--- src/rtl/uart_cmd_parser.sv ---
// UART command header decoder: turns SYNC0/SYNC1/CMD/LEN_H/LEN_L/CHK frames
// into a cmd/rx_cnt request for the FIFO controller and drives its frame-end handshake.
module uart_cmd_parser #(
  parameter logic [7:0]  SYNC0   = 8'h55,
  parameter logic [7:0]  SYNC1   = 8'hAA,
  parameter int unsigned TIMEOUT = 5_000_000,
  parameter int unsigned FE_LEN  = 4
) (
  input  logic        clk,
  input  logic        rst_n,
  input  logic [7:0]  rx_data,
  input  logic        rx_valid,
  input  logic        fifo_busy,
  input  logic        fifo_done,
  output logic [7:0]  cmd,
  output logic [15:0] rx_cnt,
  output logic        en_fc,
  output logic        fe_done,
  output logic [7:0]  err_cnt,
  output logic        parser_busy
);

  localparam int unsigned TW = (TIMEOUT > 1) ? $clog2(TIMEOUT) : 1;
  localparam int unsigned FW = (FE_LEN > 1) ? $clog2(FE_LEN) : 1;

  typedef enum logic [3:0] {
    S_IDLE,
    S_H1,
    S_CMD,
    S_LH,
    S_LL,
    S_CHK,
    S_ISSUE,
    S_WAIT,
    S_FE,
    S_DRAIN
  } state_t;

  state_t          state;
  state_t          next_state;
  logic [7:0]      cmd_r;
  logic [15:0]     rx_cnt_r;
  logic [TW-1:0]   tmo_cnt;
  logic [FW-1:0]   fe_cnt;

  logic            in_hdr;
  logic            timeout_hit;
  logic            cmd_legal;
  logic            frame_ok;
  logic            accept;
  logic            err_inc;
  logic            en_fc_d;
  logic            fe_done_d;

  assign in_hdr      = state inside {S_H1, S_CMD, S_LH, S_LL, S_CHK};
  // A byte arriving on the expiry cycle takes priority over the timeout.
  assign timeout_hit = in_hdr && !rx_valid && (tmo_cnt == TW'(TIMEOUT - 1));
  assign cmd_legal   = cmd_r inside {8'h01, 8'h02, 8'h03, 8'h04, 8'h06};
  assign frame_ok    = cmd_legal &&
                       (rx_data == (cmd_r ^ rx_cnt_r[15:8] ^ rx_cnt_r[7:0]));
  assign parser_busy = (state != S_IDLE);

  always_ff @(posedge clk or negedge rst_n) begin
    if (!rst_n) begin
      state <= S_IDLE;
    end else begin
      state <= next_state;
    end
  end

  always_comb begin
    next_state = state;
    case (state)
      S_IDLE: begin
        if (rx_valid && rx_data == SYNC0) next_state = S_H1;
      end
      S_H1: begin
        if (rx_valid) begin
          if (rx_data == SYNC1)      next_state = S_CMD;
          else if (rx_data == SYNC0) next_state = S_H1;
          else                       next_state = S_IDLE;
        end
      end
      S_CMD: begin
        if (rx_valid) next_state = S_LH;
      end
      S_LH: begin
        if (rx_valid) next_state = S_LL;
      end
      S_LL: begin
        if (rx_valid) next_state = S_CHK;
      end
      S_CHK: begin
        if (rx_valid) next_state = frame_ok ? S_ISSUE : S_IDLE;
      end
      S_ISSUE: begin
        if (fifo_busy) next_state = S_WAIT;
      end
      S_WAIT: begin
        if (fifo_done) next_state = S_FE;
      end
      S_FE: begin
        if (fe_cnt == '0) next_state = S_DRAIN;
      end
      S_DRAIN: begin
        if (!fifo_busy) next_state = S_IDLE;
      end
      default: next_state = S_IDLE;
    endcase
    if (timeout_hit) next_state = S_IDLE;
  end

  always_comb begin
    accept    = (state == S_CHK) && rx_valid && frame_ok;
    err_inc   = timeout_hit ||
                ((state == S_H1) && rx_valid && (rx_data != SYNC1) && (rx_data != SYNC0)) ||
                ((state == S_CHK) && rx_valid && !frame_ok);
    en_fc_d   = (state == S_ISSUE) && !fifo_busy;
    fe_done_d = 1'b0;
    if (state == S_WAIT && fifo_done) begin
      fe_done_d = 1'b1;
    end else if (state == S_FE) begin
      fe_done_d = (fe_cnt != '0);
    end
  end

  always_ff @(posedge clk or negedge rst_n) begin
    if (!rst_n) begin
      cmd_r    <= '0;
      rx_cnt_r <= '0;
      cmd      <= '0;
      rx_cnt   <= '0;
      en_fc    <= 1'b0;
      fe_done  <= 1'b0;
      fe_cnt   <= '0;
      tmo_cnt  <= '0;
      err_cnt  <= '0;
    end else begin
      if (rx_valid) begin
        if (state == S_CMD) cmd_r          <= rx_data;
        if (state == S_LH)  rx_cnt_r[15:8] <= rx_data;
        if (state == S_LL)  rx_cnt_r[7:0]  <= rx_data;
      end
      if (accept) begin
        cmd    <= cmd_r;
        rx_cnt <= rx_cnt_r;
      end
      en_fc   <= en_fc_d;
      fe_done <= fe_done_d;
      if (state == S_WAIT && fifo_done) begin
        fe_cnt <= FW'(FE_LEN - 1);
      end else if (state == S_FE && fe_cnt != '0) begin
        fe_cnt <= fe_cnt - FW'(1);
      end
      if (!in_hdr || rx_valid || timeout_hit) begin
        tmo_cnt <= '0;
      end else begin
        tmo_cnt <= tmo_cnt + TW'(1);
      end
      if (err_inc && err_cnt != '1) begin
        err_cnt <= err_cnt + 8'd1;
      end
    end
  end

endmodule

--- config.mk ---
export PLATFORM = sky130hd
export DESIGN_NAME = uart_cmd_parser
export DESIGN_NICKNAME = d
export VERILOG_FILES = /design/src/rtl/uart_cmd_parser.sv
export SDC_FILE = /design/constraint.sdc
export NUM_CORES = 1
export LEC_CHECK = 0
export ABC_AREA = 1
export BUFFER_PORTS_ARGS = -buffer_cell sky130_fd_sc_hd__clkbuf_2
export CAP_MARGIN = 20
export CORE_MARGIN = 2
export CORE_UTILIZATION = 48
export DETAILED_ROUTE_END_ITERATION = 16
export GPL_TIMING_DRIVEN = 0
export PLACE_DENSITY = 0.73
export SLEW_MARGIN = 0
export SYNTH_ARGS = -nofsm -noshare
export SYNTH_HDL_FRONTEND = slang
export SYNTH_SLANG_ARGS = --single-unit
--- constraint.sdc ---
create_clock -name clk -period 2 [get_ports clk]
set_clock_uncertainty 0.15 [all_clocks]
set_input_delay 0.2 -clock clk [delete_from_list [all_inputs] [get_ports clk]]
set_output_delay 0.2 -clock clk [all_outputs]
set_load 0.005 [all_outputs]
# Word level (Yosys, flattened, before mapping)
# Cells that the tools add are included.
op_classes:
  shifts: 0
  addsub: 3
  eq_ne: 31
  multipliers: 0
  n_mux: 20
  magnitude_cmp: 0
  reduce_logical: 33
  bitwise_logic: 2
  n_div: 0
ops:
  columns: ["operator", "n"]
  rows:
  - ["$mux 4", 11]
  - ["$pmux 4 s10", 1]
  - ["$ne 3x3->1 const B", 10]
  - ["$add 23x1->23 const B", 1]
  - ["$eq 23x23->1 const B", 1]
  - ["$mux 23", 1]
  - ["$eq 4x3->1 const B", 4]
  - ["$eq 8x2->1 const B", 2]
  - ["$eq 8x3->1 const B", 2]
  - ["$ne 8x8->1 const B", 2]
  - ["$xor 8x8->8", 2]
  - ["$logic_and 1x1->1", 14]
  - ["$reduce_and 10->1", 1]
  - ["$reduce_bool 5->1", 2]
  - ["$add 8x1->8 const B", 1]
  - ["$eq 4x2->1 const B", 2]
  - ["$eq 4x4->1 const B", 2]
  - ["$eq 8x1->1 const B", 1]
  - ["$eq 8x7->1 const B", 1]
  - ["$eq 8x8->1", 1]
  - ["$eq 8x8->1 const B", 1]
  - ["$ne 8x7->1 const B", 1]
  - ["$mux 2", 3]
  - ["$reduce_and 2->1", 3]
  - ["10 further kinds", 19]
totals:
  ram_bits: 0
  wordCells: 100
  latch_bits: 0
  memories: 0
  input_bits: 13
  out_inout_bits: 35
  reg_bits: 87
  rom_bits: 0

# Longest topological paths before layout
# Gate-level depths: netlist (run 1).
depth:
  ltp_word: 8
  ltp_mapped: 15

# Worst setup path before layout (run 1)
# OpenSTA, ideal clock, no wires.
synth_timing:
  path_kind: "flip-flop to flip-flop"
  start: "register tmo_cnt[0]"
  end: "register err_cnt[4]"
  required_time_ps: 1731
  n_path_buf: 0
  slack_ps: 163
  arrival_time_ps: 1569
  path_stages_with_launch: 13
  setup_ps: 119
  path_cell_list: "dfrtp_1 ha_1 nand2_1 nor2_2 nand3_1 nor2_1 nand4_1 nor2_2 nor2_2 nand2_4 nand2_4 nand2_1 nand2_1"
synth_between:
  elab_chain_cells: 5
synth_rtl:
  columns: ["item", "line_no", "source"]
  rows:
  - ["start: declaration", "43", "logic [TW-1:0] tmo_cnt;"]
  - ["start signal: assignment", "158", "tmo_cnt <= tmo_cnt + TW'(1);"]
  - ["$eq 23x23->1", "57", "assign timeout_hit = in_hdr && !rx_valid && (tmo_cnt == TW'(TIMEOUT - 1));"]
  - ["$logic_and 1x1->1", "57", null]
  - ["$logic_or 1x1->1", "115", "err_inc = timeout_hit ||"]
  - ["$logic_or 1x1->1", "116", "((state == S_H1) && rx_valid && (rx_data != SYNC1) && (rx_data != SYNC0)) ||"]
  - ["$logic_and 1x1->1", "160", "if (err_inc && err_cnt != '1) begin"]
  - ["end signal: assignment", "161", "err_cnt <= err_cnt + 8'd1;"]
  - ["end: declaration", "19", "output logic [7:0] err_cnt,"]
# Every way passes these cells.
# A chain may end at the register's enable or synchronous reset.

# Worst setup path in the final report (run 1)
layout_timing:
  start: "register tmo_cnt[1]"
  end: "register tmo_cnt[11]"
layout_between:
  elab_chain_cells: 4
  word_cells_on_any_way: 5
  classes_between: "add/sub: 1; eq/ne: 1; mux: 1; reduce/logical: 2"
layout_rtl:
  columns: ["item", "line_no", "source"]
  rows:
  - ["parallel branches: the longest is 3 deep, another holds $add 23x1->23", null, null]
  - ["$mux 23 *", "155", "if (!in_hdr || rx_valid || timeout_hit) begin"]
# Every way passes the cells marked *.

==> qor.yml, run 1 <==
die:
  ioPinCount: 48
  rows: 35
  initial_core_util: 0.497
  die-area_um2: 10400
  die_x_um: 102
  die_h_um: 102
  core-area_um2: 9240
global_route:
  grt_max_degree: 62
  antenna_found_initial: 0
  track_usage: 0.223
  grt_pass1_vias: 4000
  grt.overflow.total: 0
  grt_pass1_wl_mm: 18.1
place:
  place_ws_ps: -145
  io_buffer_count: 47
  dpl.cell_count: 782
  gp_congestion: 0.898
  placed_area_um2: 5020
  dp.final_hpwl_mm: 7.73
sta:
  rsz0062_at_grt: "yes"
  fin_crit_ps: 2090
  fin_crit_sh: 1.04
  maxSlewViolCount: 0
  setup_violations: 14
  tns_ps: -736
  slew_headroom: 0.663
  hold_viol: 0
  fmax_mhz: 479
  finalWorstSetupSlack_ps: -86.2
  worstMarginPinSlew_ps: 506
  whs_ps: 36.5
logic_synthesis:
  synth_fp_nets: 621
  synth_cell_type_count: 34
  synth-compound-area-share: 0.0608
  synth.area.mux_share: 0
  ys_warn_count: 0
  ys_ff_latch: 87
  synth_simple_gate_area_frac: 0.342
  synthXorXnorAreaFrac: 0.0382
  syn-cell-area_um2: 4590
  synth_adder_area_share: 0.00818
  syn_inst: 605
  ys_seq_area_frac: 0.474
  avgSynthCellArea_um2: 7.59
  synth_top_family_by_area: "simple AND/OR/NAND/NOR gates"
final_layout:
  antenna_cells: 0
  final_core_util: 0.616
  finish.instance_area_um2: 5690
  fillCellCount: 826
  mostFrequentLayoutCells: "184 x nand2_1, 82 x dfrtp_1, 68 x inv_1"
  final_common_cell: "nand2_1"
  nets: 704
  multi_input_area_um2: 2260
  ff_latch_area_um2: 2180
  syn2layout_area_growth_pct: 24.0
  drive_gt1_frac: 0.225
  instances_no_fill: 822
clocking:
  ctsLongestPathBuffers: 2
  cts_sinks: 87
  htreeDepth: 3
  clk_latency_ps: 370
  numCtsBuffers: 9
  clkSlewWorstSetupHoldPaths_ps: 90
  cts_tree: "done"
  root_buffer: "clkbuf_8"
status:
  outcome: "finished with violations"
  violations: "setup timing"
min_path:
  holdPathEnd: "cmd_r[1]"
  hold_depth: 3
  hold_start: "rx_data[1]"
  hold_class: "in -> reg"
setup_path:
  startpoint_type: "flip-flop"
  cp_max_fo: 7
  worstReg2RegEnd: "tmo_cnt[11]"
  end_kind: "flip-flop"
  r2r_cells: 10
  required_ps: 2110
  reg2reg_slack_ps: -90
  crit_arrival_ps: 2200
  r2r_start: "tmo_cnt[1]"
  crit_type: "reg -> reg"
pwr:
  p_total_mw: 5.09
  peakVddDrop_mv: 0.578
  p_per_area_nw_per_um2: 895
  p_leak_nw: 2.90
route:
  via_count: 4334
  drtIter0Drc: 270
  routed_wl_mm: 11.5
  first_pass_iters: 5
  viasPerCell: 5.27
  wl_per_cell_um: 14.0
  drc_errors: 0
  ant_nets: 0
run:
  drv_cap: 0
[cells in the mapped netlist]
master	number	share of area
inv_1	68	0.056
xor2_1	8	0.015
and2_1	1	0.0014
a31oi_1	2	0.0027
nor2_1	58	0.047
inv_2	3	0.0025
dfrtp_1	87	0.47
o211ai_1	1	0.0016
o31ai_1	1	0.0016
a21oi_1	13	0.014
o21ai_2	1	0.0019
nand3_1	39	0.043
xnor2_1	12	0.023
clkbuf_1	3	0.0025
nand3b_1	1	0.0016
nor2_4	2	0.0049
clkbuf_2	1	0.0011
nor3_1	9	0.0098
o21ai_1	1	0.0011
nor4_1	2	0.0027
o21ai_0	31	0.034
nor3_2	3	0.0065
buf_2	8	0.0087
nor2_2	7	0.0095
o211a_1	1	0.0022
a211oi_1	1	0.0016
buf_6	1	0.0025
nor3b_1	1	0.0016
nand4_1	32	0.044
nand2_1	200	0.16
nand2_4	2	0.0049
ha_1	3	0.0082
buf_12	1	0.0044
or2_2	1	0.0014
[state kept, by name (all words and copies together), names as in the netlist]
name and flops:
en_fc 1, rx_cnt_r 16, tmo_cnt 23, cmd_r 8, fe_cnt 2, state 4
err_cnt 8, fe_done 1, cmd 8, rx_cnt 16
[cell type report]
class                   instances  share of cell area
multi-input cells             434               0.398
flip-flops and latches         87               0.384
repair buffers                 70              0.0809
inverters                      71              0.0473
well taps                     129              0.0284
clock buffers                  10              0.0242
plain buffers                  14              0.0202
clock inverters                 6              0.0163
repair inverters                1             0.00132
[where the power goes]
| part | switching [mW] | leakage (nW) | total [mW] | internal, mW |
|---|---|---|---|---|
| clock network | 0.673 | 0.109 | 1.42 | 0.744 |
| registers | 0.183 | 1.17 | 2.11 | 1.93 |
| logic | 0.949 | 1.62 | 1.56 | 0.614 |
[layer usage]
layer  share of wire  global-route usage
met5               0                   0
met4           0.017               0.101
met3           0.052              0.0428
met2            0.49               0.360
met1            0.44               0.291
[timing repair]
| action | in CTS | in global routing |
|---|---|---|
| buffers inserted | 3 | 15 |
| endpoints found under the setup margin | 38 | 68 |
| gates resized for setup | 8 | 63 |
| endpoints found under the hold margin | 27 | 0 |
| hold buffers | 2 | 0 |
| cloned | 1 | 3 |
| pin swaps | 5 | 17 |
[how the worst max path moves through the flow]
stage,startpoint,to,slack [ps],cells after the start
after floorplan,tmo_cnt[0],err_cnt[4],160,12
after global placement,rst_n,cmd[5],-370,1
after detailed placement,tmo_cnt[0],err_cnt[6],-150,12
after CTS,tmo_cnt[1],err_cnt[6],-20,12
after global routing,tmo_cnt[0],err_cnt[7],-200,12
final,tmo_cnt[1],tmo_cnt[11],-90,10
[critical path, cell delays in order (launching register included)]
cell        delay, ps
dfrtp_1           360
ha_2              200
nand2_2            70
nor2_4            130
nand3_2           120
nor2_4            110
nand4_1           180
buf_4             220
nand2_8           110
clkinvlp_4        180
o211a_1           160
[cells by family (layout without fill, tap and decap cells)]
logic type	Yosys count	in the layout
and+or+nand+nor	358	359
DFF	87	87
buffers and inverters	85	172
AOI/OAI and AO/OA	52	52
xor gates and xnor gates	20	20
adders and majority gates	3	3
No activity file was read; power rests on OpenSTA's default activity.
==> inputs of run 2 (changes only) <==
--- a/config.mk
+++ b/config.mk
@@ -8,11 +8,14 @@
 export ABC_AREA = 1
 export BUFFER_PORTS_ARGS = -buffer_cell sky130_fd_sc_hd__clkbuf_2
 export CAP_MARGIN = 20
+export CELL_PAD_IN_SITES_DETAIL_PLACEMENT = 2
+export CELL_PAD_IN_SITES_GLOBAL_PLACEMENT = 2
 export CORE_MARGIN = 2
-export CORE_UTILIZATION = 48
+export CORE_UTILIZATION = 34
+export CTS_CLUSTER_DIAMETER = 200
 export DETAILED_ROUTE_END_ITERATION = 16
 export GPL_TIMING_DRIVEN = 0
-export PLACE_DENSITY = 0.73
+export PLACE_DENSITY = 0.85
 export SLEW_MARGIN = 0
 export SYNTH_ARGS = -nofsm -noshare
 export SYNTH_HDL_FRONTEND = slang
==> run 2 against run 1 <==
Against the previous run:
- the run still ends with setup timing left
- worst setup slack worse by 170 ps
- worst hold slack improved by 63 ps
- via count is 7.0% higher
- routed wire length grew 66%
- first-iteration DRC count is 20% lower
- sequential power is essentially flat
- die area increased by 39%
- utilization down 16 points
- combinational power grew 12%
==> qor.yml, run 2 (synthesized netlist as in run 1, its figures left out) <==
status:
  outcome: "finished with violations"  # unchanged
  violations: "setup timing"  # unchanged
final_layout:
  finish.instance_area_um2: 6010  # was 5690 um^2
  fillCellCount: 1505  # was 826
  drive_gt1_frac: 0.262  # was 0.225
  regMostFlops: "tmo_cnt"  # unchanged
  largest_reg_flops: 23  # unchanged
  multi_input_area_um2: 2310  # was 2260 um^2
  syn2layout_area_growth_pct: 30.8  # was 24.0%
  final_common_cell: "nand2_1"  # unchanged
  largestRegisters: "tmo_cnt (23), rx_cnt (16), rx_cnt_r (16)"  # unchanged
  nets: 716  # was 704
  ff_latch_area_um2: 2190  # was 2180 um^2
  antenna_cells: 0  # unchanged
  mostFrequentLayoutCells: "186 x nand2_1, 79 x dfrtp_1, 64 x inv_1"  # was 184 x nand2_1, 82 x dfrtp_1, 68 x inv_1
pwr:
  p_per_area_nw_per_um2: 971  # was 895 nW/um^2
  p_leak_nw: 3.00  # was 2.90 nW
  peakVddDrop_mv: 0.455  # was 0.578 mV
sta:
  fin_crit_sh: 1.13  # was 1.04
  fin_crit_ps: 2260  # was 2090 ps
  rsz0062_at_grt: "yes"  # unchanged
  finalWorstSetupSlack_ps: -257  # was -86.2 ps
  worstMarginPinSlew_ps: 622  # was 506 ps
  maxSlewViolCount: 0  # unchanged
  setup_violations: 58  # was 14
  slew_headroom: 0.585  # was 0.663
  whs_ps: 99.1  # was 36.5 ps
  fmax_mhz: 443  # was 479 MHz
  hold_viol: 0  # unchanged
die:
  die_h_um: 120  # was 102 um
  core-area_um2: 13200  # was 9240 um^2
  initial_core_util: 0.348  # was 0.497
  die_x_um: 120  # was 102 um
  die-area_um2: 14400  # was 10400 um^2
  ioPinCount: 48  # unchanged
  rows: 42  # was 35
route:
  wl_per_cell_um: 21.7  # was 14.0 um
  ant_nets: 0  # unchanged
  drtIter0Drc: 216  # was 270
  routed_wl_mm: 19.1  # was 11.5 mm
  drc_errors: 0  # unchanged
  via_count: 4638  # was 4334
  viasPerCell: 5.26  # was 5.27
  first_pass_iters: 4  # was 5
clocking:
  cts_tree: "done"  # unchanged
  clkSlewWorstSetupHoldPaths_ps: 70  # was 90 ps
  clk_latency_ps: 370  # about the same
  root_buffer: "clkbuf_16"  # was clkbuf_8
  numCtsBuffers: 9  # unchanged
  htreeDepth: 3  # unchanged
  cts_sinks: 87  # unchanged
  ctsLongestPathBuffers: 2  # unchanged
global_route:
  grt_pass1_vias: 4946  # was 4000
  grt_pass1_wl_mm: 25.9  # was 18.1 mm
  grt_max_degree: 50  # was 62
  antenna_found_initial: 0  # unchanged
  grt.overflow.total: 0  # unchanged
  track_usage: 0.229  # was 0.223
run:
  drv_cap: 0  # unchanged
place:
  dp.final_hpwl_mm: 10.8  # was 7.73 mm
  placed_area_um2: 5080  # was 5020 um^2
  io_buffer_count: 47  # unchanged
  gp_congestion: 0.811  # was 0.898
  place_ws_ps: -322  # was -145 ps
min_path:
  hold_depth: 3  # unchanged
  hold_class: "in -> reg"  # unchanged
setup_path:
  required_ps: 2090  # was 2110 ps
  crit_arrival_ps: 2350  # was 2200 ps
  r2r_cells: 14  # was 10
  cp_max_fo: 10  # was 7
  startpoint_type: "flip-flop"  # unchanged
  crit_type: "reg -> reg"  # unchanged
  end_kind: "flip-flop"  # unchanged
## run 2: power by group
part	leakage (nW)	internal, mW	total, mW	switching, mW
combinational	1.69	0.615	1.75	1.13
clock	0.152	1.10	1.95	0.847
sequential	1.16	1.93	2.14	0.208
total	3.00	3.65	5.83	2.19
## run 2: timing repair
| item | 4_1_cts | 5_1_grt |
|---|---|---|
| buffers inserted | 19 | 14 |
| gates cloned | 0 | 2 |
| pin swaps | 10 | 21 |
| hold buffers | 2 | 0 |
| gates resized for setup | 33 | 65 |
| setup endpoints to repair | 63 | 75 |
| hold endpoints to repair | 39 | 0 |
## run 2: critical path: stages, from the launching register on
cell and delay (ps):
dfrtp_1 430, inv_1 60, nand2_1 100, nand2_1 90
nand2_1 100, nand2_1 80, nand2_1 90, nand2_1 70
inv_1 70, nand4_1 90, nor2_2 210, nand3_1 160
buf_4 210, nand2_1 110, nand2_1 100
## run 2: per-layer routing
metal / part of all wire / vias up / track usage
met5: 0 / - / 0
met2: 0.52 / 79 / 0.398
li1: - / 2130 / -
met3: 0.027 / 34 / 0.0340
met1: 0.42 / 2395 / 0.290
met4: 0.027 / 0 / 0.0779
## run 2: area by class of cell
type	instances	share of cell area
plain buffers	14	0.0188
clock buffers	9	0.0375
clock inverters	7	0.0162
inverters	71	0.0456
multi-input cells	433	0.385
flip-flops and latches	87	0.364
well taps	176	0.0367
repair buffers	83	0.0944
repair inverters	1	0.00188
## run 2: worst paths after layout
path | startpoint | end | slack [ps]
min in group asynchronous | rst_n | rx_cnt[14] | 250
max in group asynchronous | rst_n | tmo_cnt[4] | 760
max reg2reg | rx_cnt_r[11] | rx_cnt[1] | -260
min | rx_data[7] | rx_cnt_r[15] | 100
min reg2reg | rx_cnt[11] | rx_cnt[11] | 340
max | rx_cnt_r[11] | rx_cnt[1] | -260
## run 2: per-stage QoR
step	utilization	TNS, ps	cells	power, mW
finish	0.455	-7900	881	5.83
global route	0.455	-14710	881	6.13
CTS	0.430	-1010	865	5.49
detailed placement	0.385	-6890	829	3.46
global placement	0.383	-49040	828	3.35
floorplan	-	0	605	3.00
==> inputs of run 3 (changes only) <==
--- a/config.mk
+++ b/config.mk
@@ -6,7 +6,7 @@
 export NUM_CORES = 1
 export LEC_CHECK = 0
 export ABC_AREA = 1
-export BUFFER_PORTS_ARGS = -buffer_cell sky130_fd_sc_hd__clkbuf_2
+export BUFFER_PORTS_ARGS = -buffer_cell sky130_fd_sc_hd__buf_2
 export CAP_MARGIN = 20
 export CELL_PAD_IN_SITES_DETAIL_PLACEMENT = 2
 export CELL_PAD_IN_SITES_GLOBAL_PLACEMENT = 2
==> run 3 against run 2 <==
Against the previous run:
- the run still ends with setup timing left
- sequential share of layout area down 0.32 points
- clock power is 13% lower
- clock-buffer cell count stayed put
- largest power group unchanged
- non-clock buffer count rose by 3
- critical path type unchanged
- critical endpoint is now err_cnt[6]
- worst setup slack got worse by 120 ps
- utilization increased by 0.29 points
==> qor.yml, run 3 (synthesized netlist as in run 1, its figures left out) <==
route:
  via_count: 4698  # was 4638
  viasPerCell: 5.31  # was 5.26
  drc_errors: 0  # unchanged
  ant_nets: 0  # unchanged
  first_pass_iters: 5  # was 4
  drtIter0Drc: 310  # was 216
  wl_per_cell_um: 21.3  # was 21.7 um
  routed_wl_mm: 18.8  # was 19.1 mm
setup_path:
  worstReg2RegEnd: "err_cnt[6]"  # was rx_cnt[1]
  crit_arrival_ps: 2470  # was 2350 ps
  end_kind: "flip-flop"  # unchanged
  reg2reg_slack_ps: -380  # was -260 ps
  r2r_start: "cmd_r[0]"  # was rx_cnt_r[11]
  cp_max_fo: 7  # was 10
  startpoint_type: "flip-flop"  # unchanged
  r2r_cells: 12  # was 14
  crit_type: "reg -> reg"  # unchanged
  path_delay_family: "simple AND/OR/NAND/NOR gates"  # unchanged
  crit_top_cell: "nand2_1"  # unchanged
  cp_slowest_cell: "dfrtp_1"  # unchanged
  crit_chain: "buf_2, nand2_1, nand3_1, nor3_4, nand2_1, nor2_2, nand3_1, nand2_1, nand2_4, buf_12, nand3_1, nand2_1"  # was inv_1, nand2_1, nand2_1, nand2_1, nand2_1, nand2_1, nand2_1, inv_1, nand4_1, nor2_2, nand3_1, buf_4, nand2_1, nand2_1
  required_ps: 2090  # about the same
  critical_path_buf_inv_count: 2  # was 3
  critPathMaxStageDelay_ps: 370  # was 430 ps
sta:
  fin_crit_sh: 1.19  # was 1.13
  fmax_mhz: 421  # was 443 MHz
  slew_headroom: 0.593  # was 0.585
  fin_crit_ps: 2380  # was 2260 ps
  hold_viol: 0  # unchanged
  setup_violations: 69  # was 58
  rsz0062_at_grt: "yes"  # unchanged
  maxSlewViolCount: 0  # unchanged
  worstMarginPinSlew_ps: 610  # was 622 ps
  whs_ps: 102  # was 99.1 ps
  finalWorstSetupSlack_ps: -378  # was -257 ps
global_route:
  busiest_layer: "met2"  # unchanged
  grt_max_degree: 45  # was 50
  antenna_found_initial: 0  # unchanged
  grt_util_met2: 0.395  # was 0.398
  track_usage: 0.224  # was 0.229
  use_met3: 0.0297  # was 0.0340
  grt_pass1_wl_mm: 25.4  # was 25.9 mm
  grt.overflow.total: 0  # unchanged
  use_met1: 0.280  # was 0.290
  grt_pass1_vias: 4908  # was 4946
pwr:
  peakVddDrop_mv: 0.410  # was 0.455 mV
  p_int_mw: 3.41  # was 3.65 mW
  clock_power_share: 0.301  # was 0.334
  p_per_area_nw_per_um2: 927  # was 971 nW/um^2
  switching_share: 0.391  # was 0.375
  power_frac_comb: 0.317  # was 0.300
  p_switching_mw: 2.19  # about the same
  p_leak_nw: 3.07  # was 3.00 nW
  p_seq_frac: 0.382  # was 0.367
die:
  die_h_um: 120  # unchanged
  ioPinCount: 48  # unchanged
  rows: 42  # unchanged
  core-area_um2: 13200  # unchanged
  die_x_um: 120  # unchanged
  die-area_um2: 14400  # unchanged
  initial_core_util: 0.348  # unchanged
place:
  io_buffer_count: 47  # unchanged
  placed_area_um2: 5080  # unchanged
  gp_congestion: 0.809  # was 0.811
  dp.final_hpwl_mm: 10.9  # was 10.8 mm
  dpl.cell_count: 829  # unchanged
  place_ws_ps: -314  # was -322 ps
final_layout:
  drive_gt1_frac: 0.281  # was 0.262
  regMostFlops: "tmo_cnt"  # unchanged
  largestRegisters: "tmo_cnt (23), rx_cnt (16), rx_cnt_r (16)"  # unchanged
  finish.instance_area_um2: 6040  # was 6010 um^2
  mostFrequentLayoutCells: "176 x nand2_1, 83 x dfrtp_1, 66 x inv_1"  # was 186 x nand2_1, 79 x dfrtp_1, 64 x inv_1
  final_common_cell: "nand2_1"  # unchanged
  fillCellCount: 1492  # was 1505
  antenna_cells: 0  # unchanged
  nets: 719  # was 716
  largest_reg_flops: 23  # unchanged
  syn2layout_area_growth_pct: 31.7  # was 30.8%
  instances_no_fill: 884  # was 881
clocking:
  htreeDepth: 3  # unchanged
  root_buffer: "clkbuf_16"  # unchanged
  clkSlewWorstSetupHoldPaths_ps: 70  # about the same
  numCtsBuffers: 9  # unchanged
  ctsLongestPathBuffers: 2  # unchanged
  clk_latency_ps: 360  # was 370 ps
  cts_tree: "done"  # unchanged
  cts_sinks: 87  # unchanged
status:
  violations: "setup timing"  # unchanged
  outcome: "finished with violations"  # unchanged
min_path:
  hold_start: "rx_data[5]"  # was rx_data[7]
  hold_class: "in -> reg"  # unchanged
  hold_depth: 3  # unchanged
  holdPathEnd: "cmd_r[5]"  # was rx_cnt_r[15]
run:
  drv_cap: 0  # unchanged
-- run 3: power by group through the flow --
stage | Clock [mW] | Sequential (mW) | Combinational (mW)
after CTS | 1.69 | 2.12 | 1.46
after global placement | 0 | 2.13 | 1.21
after floorplan | 0 | 2.09 | 0.913
after global routing | 1.78 | 2.17 | 1.95
final | 1.69 | 2.14 | 1.77
after detailed placement | 0 | 2.15 | 1.32
-- run 3: layer usage --
metal  wire, um  vias up
met5          0        -
met4        513        0
met3        590       41
met2       9840      106
met1       7870     2415
li1           -     2136
-- run 3: cell type report --
type | count | area [um^2] | share of cell area
flip-flops and latches | 87 | 2180 | 0.361
well taps | 176 | 220 | 0.0364
inverters | 71 | 282 | 0.0466
multi-input cells | 433 | 2360 | 0.390
clock inverters | 7 | 56.3 | 0.00931
repair inverters | 1 | 11.3 | 0.00186
clock buffers | 9 | 225 | 0.0373
plain buffers | 14 | 115 | 0.0190
repair buffers | 86 | 593 | 0.0981
-- run 3: what timing repair did --
| item | CTS | global route |
|---|---|---|
| resized for setup | 31 | 78 |
| gates cloned | 0 | 3 |
| setup buffers | 13 | 21 |
| setup endpoints to repair | 55 | 74 |
| hold buffers | 2 | 0 |
| pin swaps | 12 | 27 |
| endpoints found under the hold margin | 44 | 0 |
-- run 3: how the worst max path moves through the flow --
stage	startpoint	end	slack, ps	depth (start not counted)
final	cmd_r[0]	err_cnt[6]	-380	12
after global routing	cmd_r[0]	err_cnt[0]	-480	12
after CTS	tmo_cnt[0]	tmo_cnt[17]	-120	10
after detailed placement	tmo_cnt[0]	err_cnt[1]	-310	12
after global placement	rst_n	fe_cnt[0]	-290	1
after floorplan	tmo_cnt[0]	err_cnt[4]	160	12
-- run 3: worst min-delay path: stages --
cell and delay (ps):
buf_2 110, inv_1 100, o21ai_0 160
-- run 3: per-stage QoR --
| stage | utilization | total power [mW] | TNS, ps |
|---|---|---|---|
| floorplan | - | 3.00 | 0 |
| global placement | 0.383 | 3.35 | -27320 |
| detailed placement | 0.385 | 3.47 | -7510 |
| CTS | 0.424 | 5.27 | -1240 |
| global route | 0.458 | 5.90 | -17730 |
| finish | 0.458 | 5.60 | -8520 |
